==> src/rtl/v60_pkg.sv <==
// Shared types and defaults for the v60 instruction prefetch queue.
// Imported by the byte ring and the prefetch top level.
package v60_pkg;

  localparam int V60_QUEUE_BYTES  = 16;
  localparam int V60_WINDOW_BYTES = 6;

  typedef enum logic [1:0] {
    S_IDLE  = 2'd0,
    S_REQ   = 2'd1,
    S_DRAIN = 2'd2
  } pq_state_e;

  // Bytes of a fetched word that land in the queue.
  function automatic logic [2:0] fill_bytes(
    input logic [1:0] skip
  );
    return 3'd4 - {1'b0, skip};
  endfunction

endpackage

==> src/rtl/v60_byte_ring.sv <==
// Byte ring buffer with word-wide fill, variable-length consume
// and a zero-padded decode window at the read pointer.
module v60_byte_ring
  import v60_pkg::*;
#(
  parameter int QUEUE_BYTES  = V60_QUEUE_BYTES,
  parameter int WINDOW_BYTES = V60_WINDOW_BYTES
) (
  input  logic                               clk,
  input  logic                               rst_n,
  input  logic                               clear,
  input  logic                               wr_en,
  input  logic [31:0]                        wr_data,
  input  logic [1:0]                         wr_skip,
  input  logic                               rd_en,
  input  logic [$clog2(WINDOW_BYTES+1)-1:0]  rd_len,
  output logic [$clog2(QUEUE_BYTES+1)-1:0]   count_nxt,
  output logic [8*WINDOW_BYTES-1:0]          win_data,
  output logic [$clog2(WINDOW_BYTES+1)-1:0]  win_valid
);

  localparam int PW = $clog2(QUEUE_BYTES);
  localparam int CW = $clog2(QUEUE_BYTES+1);
  localparam int LW = $clog2(WINDOW_BYTES+1);

  logic [7:0]    mem [QUEUE_BYTES];
  logic [PW-1:0] rd_ptr;
  logic [PW-1:0] wr_ptr;
  logic [CW-1:0] count;
  logic [2:0]    wr_n;
  logic [LW-1:0] rd_n;
  logic [PW-1:0] wr_idx [4];
  logic [3:0]    wr_be;

  always_comb begin
    wr_n = wr_en ? fill_bytes(wr_skip) : 3'd0;
    rd_n = rd_en ? rd_len : '0;
    count_nxt = clear ? '0
              : count + CW'(wr_n) - CW'(rd_n);
    // Skipped low bytes shift the rest down onto wr_ptr.
    for (int j = 0; j < 4; j++) begin
      wr_be[j]  = wr_en && !clear
               && (2'(j) >= wr_skip);
      wr_idx[j] = wr_ptr + PW'(j) - PW'(wr_skip);
    end
  end

  always_ff @(posedge clk or negedge rst_n) begin
    if (!rst_n) begin
      rd_ptr <= '0;
      wr_ptr <= '0;
      count  <= '0;
      for (int i = 0; i < QUEUE_BYTES; i++)
        mem[i] <= 8'h00;
    end else begin
      count <= count_nxt;
      if (clear) begin
        rd_ptr <= '0;
        wr_ptr <= '0;
      end else begin
        rd_ptr <= rd_ptr + PW'(rd_n);
        wr_ptr <= wr_ptr + PW'(wr_n);
        for (int j = 0; j < 4; j++)
          if (wr_be[j])
            mem[wr_idx[j]] <= wr_data[8*j +: 8];
      end
    end
  end

  always_comb begin
    win_data = '0;
    for (int i = 0; i < WINDOW_BYTES; i++)
      if (CW'(i) < count)
        win_data[8*i +: 8] = mem[rd_ptr + PW'(i)];
    win_valid = (count > CW'(WINDOW_BYTES))
              ? LW'(WINDOW_BYTES) : LW'(count);
  end

endmodule

==> src/rtl/v60_prefetch_queue.sv <==
// Instruction prefetch queue: word fetch FSM feeding a byte ring,
// with flush redirect and a decode window at the queue head.
module v60_prefetch_queue
  import v60_pkg::*;
#(
  parameter int QUEUE_BYTES  = V60_QUEUE_BYTES,
  parameter int WINDOW_BYTES = V60_WINDOW_BYTES,
  parameter int ADDR_WIDTH   = 32
) (
  input  logic                               clk,
  input  logic                               rst_n,
  input  logic                               fetch_en,
  input  logic                               flush,
  input  logic [ADDR_WIDTH-1:0]              flush_pc,
  output logic                               mem_req,
  output logic [ADDR_WIDTH-1:0]              mem_addr,
  input  logic [31:0]                        mem_rdata,
  input  logic                               mem_ready,
  output logic [8*WINDOW_BYTES-1:0]          win_data,
  output logic [$clog2(WINDOW_BYTES+1)-1:0]  win_valid,
  output logic [ADDR_WIDTH-1:0]              win_pc,
  input  logic                               consume,
  input  logic [$clog2(WINDOW_BYTES+1)-1:0]  consume_len,
  output logic                               consume_err
);

  localparam int CW = $clog2(QUEUE_BYTES+1);

  pq_state_e             state;
  logic [ADDR_WIDTH-1:0] fetch_addr;
  logic [ADDR_WIDTH-1:0] flush_base;
  logic [1:0]            skip;
  logic                  wr_en;
  logic                  cons_ok;
  logic                  cons_bad;
  logic                  space_ok;
  logic [CW-1:0]         count_nxt;

  assign flush_base = {flush_pc[ADDR_WIDTH-1:2], 2'b00};

  always_comb begin
    wr_en    = (state == S_REQ) && mem_ready && !flush;
    cons_ok  = consume && !flush
            && (consume_len <= win_valid);
    cons_bad = consume && !flush
            && (consume_len > win_valid);
    // Room for a whole word after this edge's fill and consume.
    space_ok = count_nxt <= CW'(QUEUE_BYTES-4);
  end

  v60_byte_ring #(
    .QUEUE_BYTES  (QUEUE_BYTES),
    .WINDOW_BYTES (WINDOW_BYTES)
  ) u_ring (
    .clk       (clk),
    .rst_n     (rst_n),
    .clear     (flush),
    .wr_en     (wr_en),
    .wr_data   (mem_rdata),
    .wr_skip   (skip),
    .rd_en     (cons_ok),
    .rd_len    (consume_len),
    .count_nxt (count_nxt),
    .win_data  (win_data),
    .win_valid (win_valid)
  );

  always_ff @(posedge clk or negedge rst_n) begin
    if (!rst_n) begin
      state       <= S_IDLE;
      mem_req     <= 1'b0;
      mem_addr    <= '0;
      fetch_addr  <= '0;
      skip        <= 2'd0;
      win_pc      <= '0;
      consume_err <= 1'b0;
    end else begin
      consume_err <= cons_bad;

      unique case (1'b1)
        flush:   win_pc <= flush_pc;
        cons_ok: win_pc <= win_pc
                         + ADDR_WIDTH'(consume_len);
        default: ;
      endcase

      if (flush) begin
        fetch_addr <= flush_base;
        skip       <= flush_pc[1:0];
      end

      unique case (state)
        S_IDLE: begin
          if (fetch_en && !flush && space_ok) begin
            state    <= S_REQ;
            mem_req  <= 1'b1;
            mem_addr <= fetch_addr;
          end
        end
        S_REQ: begin
          if (mem_ready) begin
            if (flush) begin
              state   <= S_IDLE;
              mem_req <= 1'b0;
            end else begin
              fetch_addr <= fetch_addr
                          + ADDR_WIDTH'(4);
              skip       <= 2'd0;
              if (fetch_en && space_ok)
                mem_addr <= fetch_addr
                          + ADDR_WIDTH'(4);
              else begin
                state   <= S_IDLE;
                mem_req <= 1'b0;
              end
            end
          end else if (flush) begin
            state <= S_DRAIN;
          end
        end
        // Stale request completes; its data never enters the ring.
        S_DRAIN: begin
          if (mem_ready) begin
            state    <= S_REQ;
            mem_addr <= flush ? flush_base
                              : fetch_addr;
          end
        end
        default: begin
          state   <= S_IDLE;
          mem_req <= 1'b0;
        end
      endcase
    end
  end

endmodule

==> config.mk <==
export PLATFORM = sky130hd
export DESIGN_NAME = v60_prefetch_queue
export DESIGN_NICKNAME = d
export VERILOG_FILES = /design/src/rtl/v60_pkg.sv /design/src/rtl/v60_byte_ring.sv /design/src/rtl/v60_prefetch_queue.sv
export SDC_FILE = /design/constraint.sdc
export NUM_CORES = 1
export LEC_CHECK = 0
export ABC_AREA = 1
export BUFFER_PORTS_ARGS = -buffer_cell sky130_fd_sc_hd__buf_4
export CORE_ASPECT_RATIO = 1.1
export CORE_UTILIZATION = 30
export CTS_CLUSTER_SIZE = 10
export DETAILED_ROUTE_END_ITERATION = 8
export MAX_ROUTING_LAYER = met4
export PLACE_DENSITY = 0.48
export SLEW_MARGIN = 20
export SYNTH_ARGS = -nofsm -noshare
export SYNTH_HDL_FRONTEND = slang
export SYNTH_SLANG_ARGS = --single-unit
==> constraint.sdc <==
create_clock -name clk -period 4.1 [get_ports clk]
set_input_delay 0 -clock clk [delete_from_list [all_inputs] [get_ports clk]]
set_output_delay 0 -clock clk [all_outputs]
set_load 0.02 [all_outputs]
==> reports/results.txt <==
Outcome - finished, violations left
Violated checks - setup timing
Synth warn - 0
Fin Clk Skew - 37.11 ps
Gp weighted congestion - 0.9770
Element type at the critical path start - flip-flop
Global-route usage over all layers - 30.50%
Synthesized instance count - 3758
Post-synthesis cell type count - 52
Number of enable-type register cells in the synthesized netlist - 0
Nets@finish - 4054
Total leakage power - 13.19 nW
Number of vias per cell after detailed routing - 5.444
Endpoints failing hold - 0
Worst Path Max Fanout - 5
Layout area overhead - 19.38%
Worst setup path category - reg2reg
Area leader, netlist - sky130_fd_sc_hd__dfrtp_1
Routed length on met3 - 7810 microns
Most area-consuming cells after synthesis - sky130_fd_sc_hd__dfrtp_1, sky130_fd_sc_hd__nand2_1, sky130_fd_sc_hd__a21oi_1, sky130_fd_sc_hd__nand3_1, sky130_fd_sc_hd__o21ai_0
Most numerous cell in the Yosys netlist - sky130_fd_sc_hd__nand2_1
Max transition margin - 20.61%
H-tree Lvls - 2
Layout cells sized above 1 - 12.52%
# clock sinks - 243
Clock transition at path regs - 60 ps
Unrepaired setup endpoints after global routing - yes
Clock network latency to the later pin of the worst-skew pair - 580 ps
Wire length of the first global-routing pass - 169100 microns
IO Count - 190
VDD IR max - 0.0002803 V
Initial core utilization - 30.41%
Antenna violation net count after detailed routing - 0
Kind of end point of the critical path - flip-flop
Worst EP required - 4610 ps
Floorplan die area - 0.07701 sq mm
Worst min-delay path category - in2reg
Cell at the root of the clock tree - sky130_fd_sc_hd__clkbuf_16
Min cycle time layout - 4132 ps
Routed Wire Length - 116700 microns
Register bit count reported by yosys - 243
Sequential-to-total area share from yosys stat - 26.70%
Maximum operating frequency - 0.2420 GHz
Length of routed wiring on met1 - 45440 microns
Syn_area_per_cell - 6.060 sq um
Fill cells - 8318
Post-placement cell count - 4775
Count of max-cap constraint violations - 0
Highest routed layer - met4
Via Count - 26770
Slew of the pin with the lowest slew margin - 1190 ps
Top_reg_cell synth - sky130_fd_sc_hd__dfrtp_1
Minimum setup slack in the final design - -31.60 ps
TNS Setup - -200.0 ps
Sum of net half-perimeters after detailed placement - 81720 microns
Number of pins with negative max-slew slack in the final report - 0
Number of global-route vias before repair - 24580
Total power - 19.23 mW
Net count after synthesis - 3880
Die span in y - 291.0 microns
Most frequent cells after synthesis - sky130_fd_sc_hd__nand2_1, sky130_fd_sc_hd__a21oi_1, sky130_fd_sc_hd__nand3_1
Cell area after technology mapping - 0.02277 sq mm
Post-Place Worst Slack - -188.3 ps
Slowest cell on the critical path - sky130_fd_sc_hd__fa_2
Routed wire length on met2 - 53670 microns
Initial DRC count - 2784
Number of remaining DRC errors - 0
Fraction of the cycle the final worst path needs - 100.8%
Fraction of post-synthesis cell area in the top cell type by area - 26.70%
Final global-route overflow total - 0
Cell Rows - 105
Pin count of the biggest net entering global routing - 99
Die X - 264.7 microns
Final non-filler cell total - 4917
Share of synthesized flip-flops with an asynchronous set or reset - 100.0%
Total clock buffers created by CTS - 34
Number of buffers between clock root and the deepest sink - 3
Data arrival time of the critical path - 4640 ps
Setup-failing EPs final - 13
Clock tree from TritonCTS - yes
Largest stage delay on the critical path - 530 ps
Core box area - 0.07488 sq mm
Areal power density over the cells - 707.2 mW/mm^2
Detail-routed net length per standard cell - 23.74 microns
IO Port Bufs - 189
Detailed Routing Iterations Pass 1 - 6
Number of antenna violations at the first check in global routing - 2
[registers in the layout (all words and copies together), names as in the netlist]
register,cells
win_pc,32
mem_req,1
state,2
mem_addr,32
consume_err,1
u_ring.mem,128
u_ring.rd_ptr,4
fetch_addr,32
u_ring.count,5
u_ring.wr_ptr,4
skip,2
[through the flow]
step                      utilization (%)  hold WS, ps  cell area [sq um]
final                               36.30        20.72              27190
after global placement              33.62        132.1              25170
after detailed placement            33.62        134.4              25170
after global routing                36.30        31.26              27190
after floorplan                         -       -295.6              22830
after CTS                           36.19        3.015              27100
[layout make-up]
| class | count | area [sq um] | share of cell area [%] |
|---|---|---|---|
| multi-input combinational | 2990 | 14750 | 54.25 |
| sequential | 243 | 6086 | 22.39 |
| timing repair buffer | 350 | 2919 | 10.74 |
| tap | 963 | 1205 | 4.432 |
| inverter | 313 | 1180 | 4.340 |
| clock buffer | 48 | 953.4 | 3.507 |
| clock inverter | 9 | 92.59 | 0.3406 |
| antenna | 1 | 2.502 | 0.009205 |
[logic make-up (layout without fill, tap and decap cells)]
group / Yosys count / after routing / synth area share (%)
xor+xnor: 32 / 32 / 1.231
fa+ha+maj: 49 / 49 / 3.022
other cells: 0 / 1 / 0
simple gates: 2047 / 2047 / 38.92
buf+inv: 525 / 720 / 9.231
mux: 19 / 19 / 0.8352
compound gates: 843 / 843 / 20.06
flops: 243 / 243 / 26.70
[worst max-delay path: cells and delay by family (launching register included)]
family,cells,cell delay [ps]
buffers and inverters,8,620
AO/OA/AOI/OAI,3,270
flip-flops,1,370
AND/OR/NAND/NOR,15,1320
adder cells (fa/ha/maj),4,1450
[where the power goes]
group          internal [mW]  switching [mW]
clock network           1.69            1.30
registers               3.33            1.38
logic                   3.99            7.55
[final timing paths]
| check | from | to | slack (ps) | cells past startpoint |
|---|---|---|---|---|
| setup / recovery | u_ring.count[3] | mem_addr[22] | -30 | 30 |
| hold / removal | mem_rdata[1] | u_ring.mem[105] | 20 | 5 |
| setup reg to reg | u_ring.count[3] | mem_addr[22] | -30 | 30 |
| hold reg to reg | mem_addr[23] | mem_addr[23] | 470 | 2 |
| max in group asynchronous | rst_n | u_ring.mem[38] | 2920 | 3 |
| min in group asynchronous | rst_n | win_pc[26] | 90 | 2 |
[per-layer routing]
metal / vias to the layer above / track usage [%]
li1: 12750 / -
met1: 12540 / 36.12
met2: 1165 / 48.26
met3: 318 / 3.722
met4: 0 / 21.06
met5: - / -
[cells in the final DEF (no fill, tap or decap), types with 16 or more instances in the layout]
| cell type | instances |
|---|---|
| sky130_fd_sc_hd__clkbuf_16 | 35 |
| sky130_fd_sc_hd__o22ai_1 | 19 |
| sky130_fd_sc_hd__nand3_2 | 16 |
| sky130_fd_sc_hd__nand3_1 | 367 |
| sky130_fd_sc_hd__mux2i_1 | 19 |
| sky130_fd_sc_hd__nand4_1 | 16 |
| sky130_fd_sc_hd__or2_2 | 27 |
| sky130_fd_sc_hd__o221ai_1 | 16 |
| sky130_fd_sc_hd__a21oi_1 | 396 |
| sky130_fd_sc_hd__a31oi_1 | 31 |
| sky130_fd_sc_hd__nand2_1 | 1249 |
| sky130_fd_sc_hd__nor3_1 | 31 |
| sky130_fd_sc_hd__inv_1 | 270 |
| sky130_fd_sc_hd__o21ai_0 | 296 |
| sky130_fd_sc_hd__inv_2 | 34 |
| sky130_fd_sc_hd__xor2_1 | 21 |
| sky130_fd_sc_hd__o211ai_1 | 35 |
| sky130_fd_sc_hd__buf_4 | 266 |
| sky130_fd_sc_hd__a22oi_1 | 22 |
| sky130_fd_sc_hd__nor2_4 | 34 |
| sky130_fd_sc_hd__ha_1 | 35 |
| sky130_fd_sc_hd__dlygate4sd3_1 | 74 |
| sky130_fd_sc_hd__nor2_1 | 254 |
| sky130_fd_sc_hd__dfrtp_1 | 241 |
[timing repair]
action                                  4_1_cts  5_1_grt
cloned                                        1        1
hold endpoints to repair                    233        0
setup buffers                                11        1
endpoints found under the setup margin       33       35
hold buffers                                 74        0
pin swaps                                    11        6
gates resized for setup                      21       14
Power figures use the tool's default switching activity.
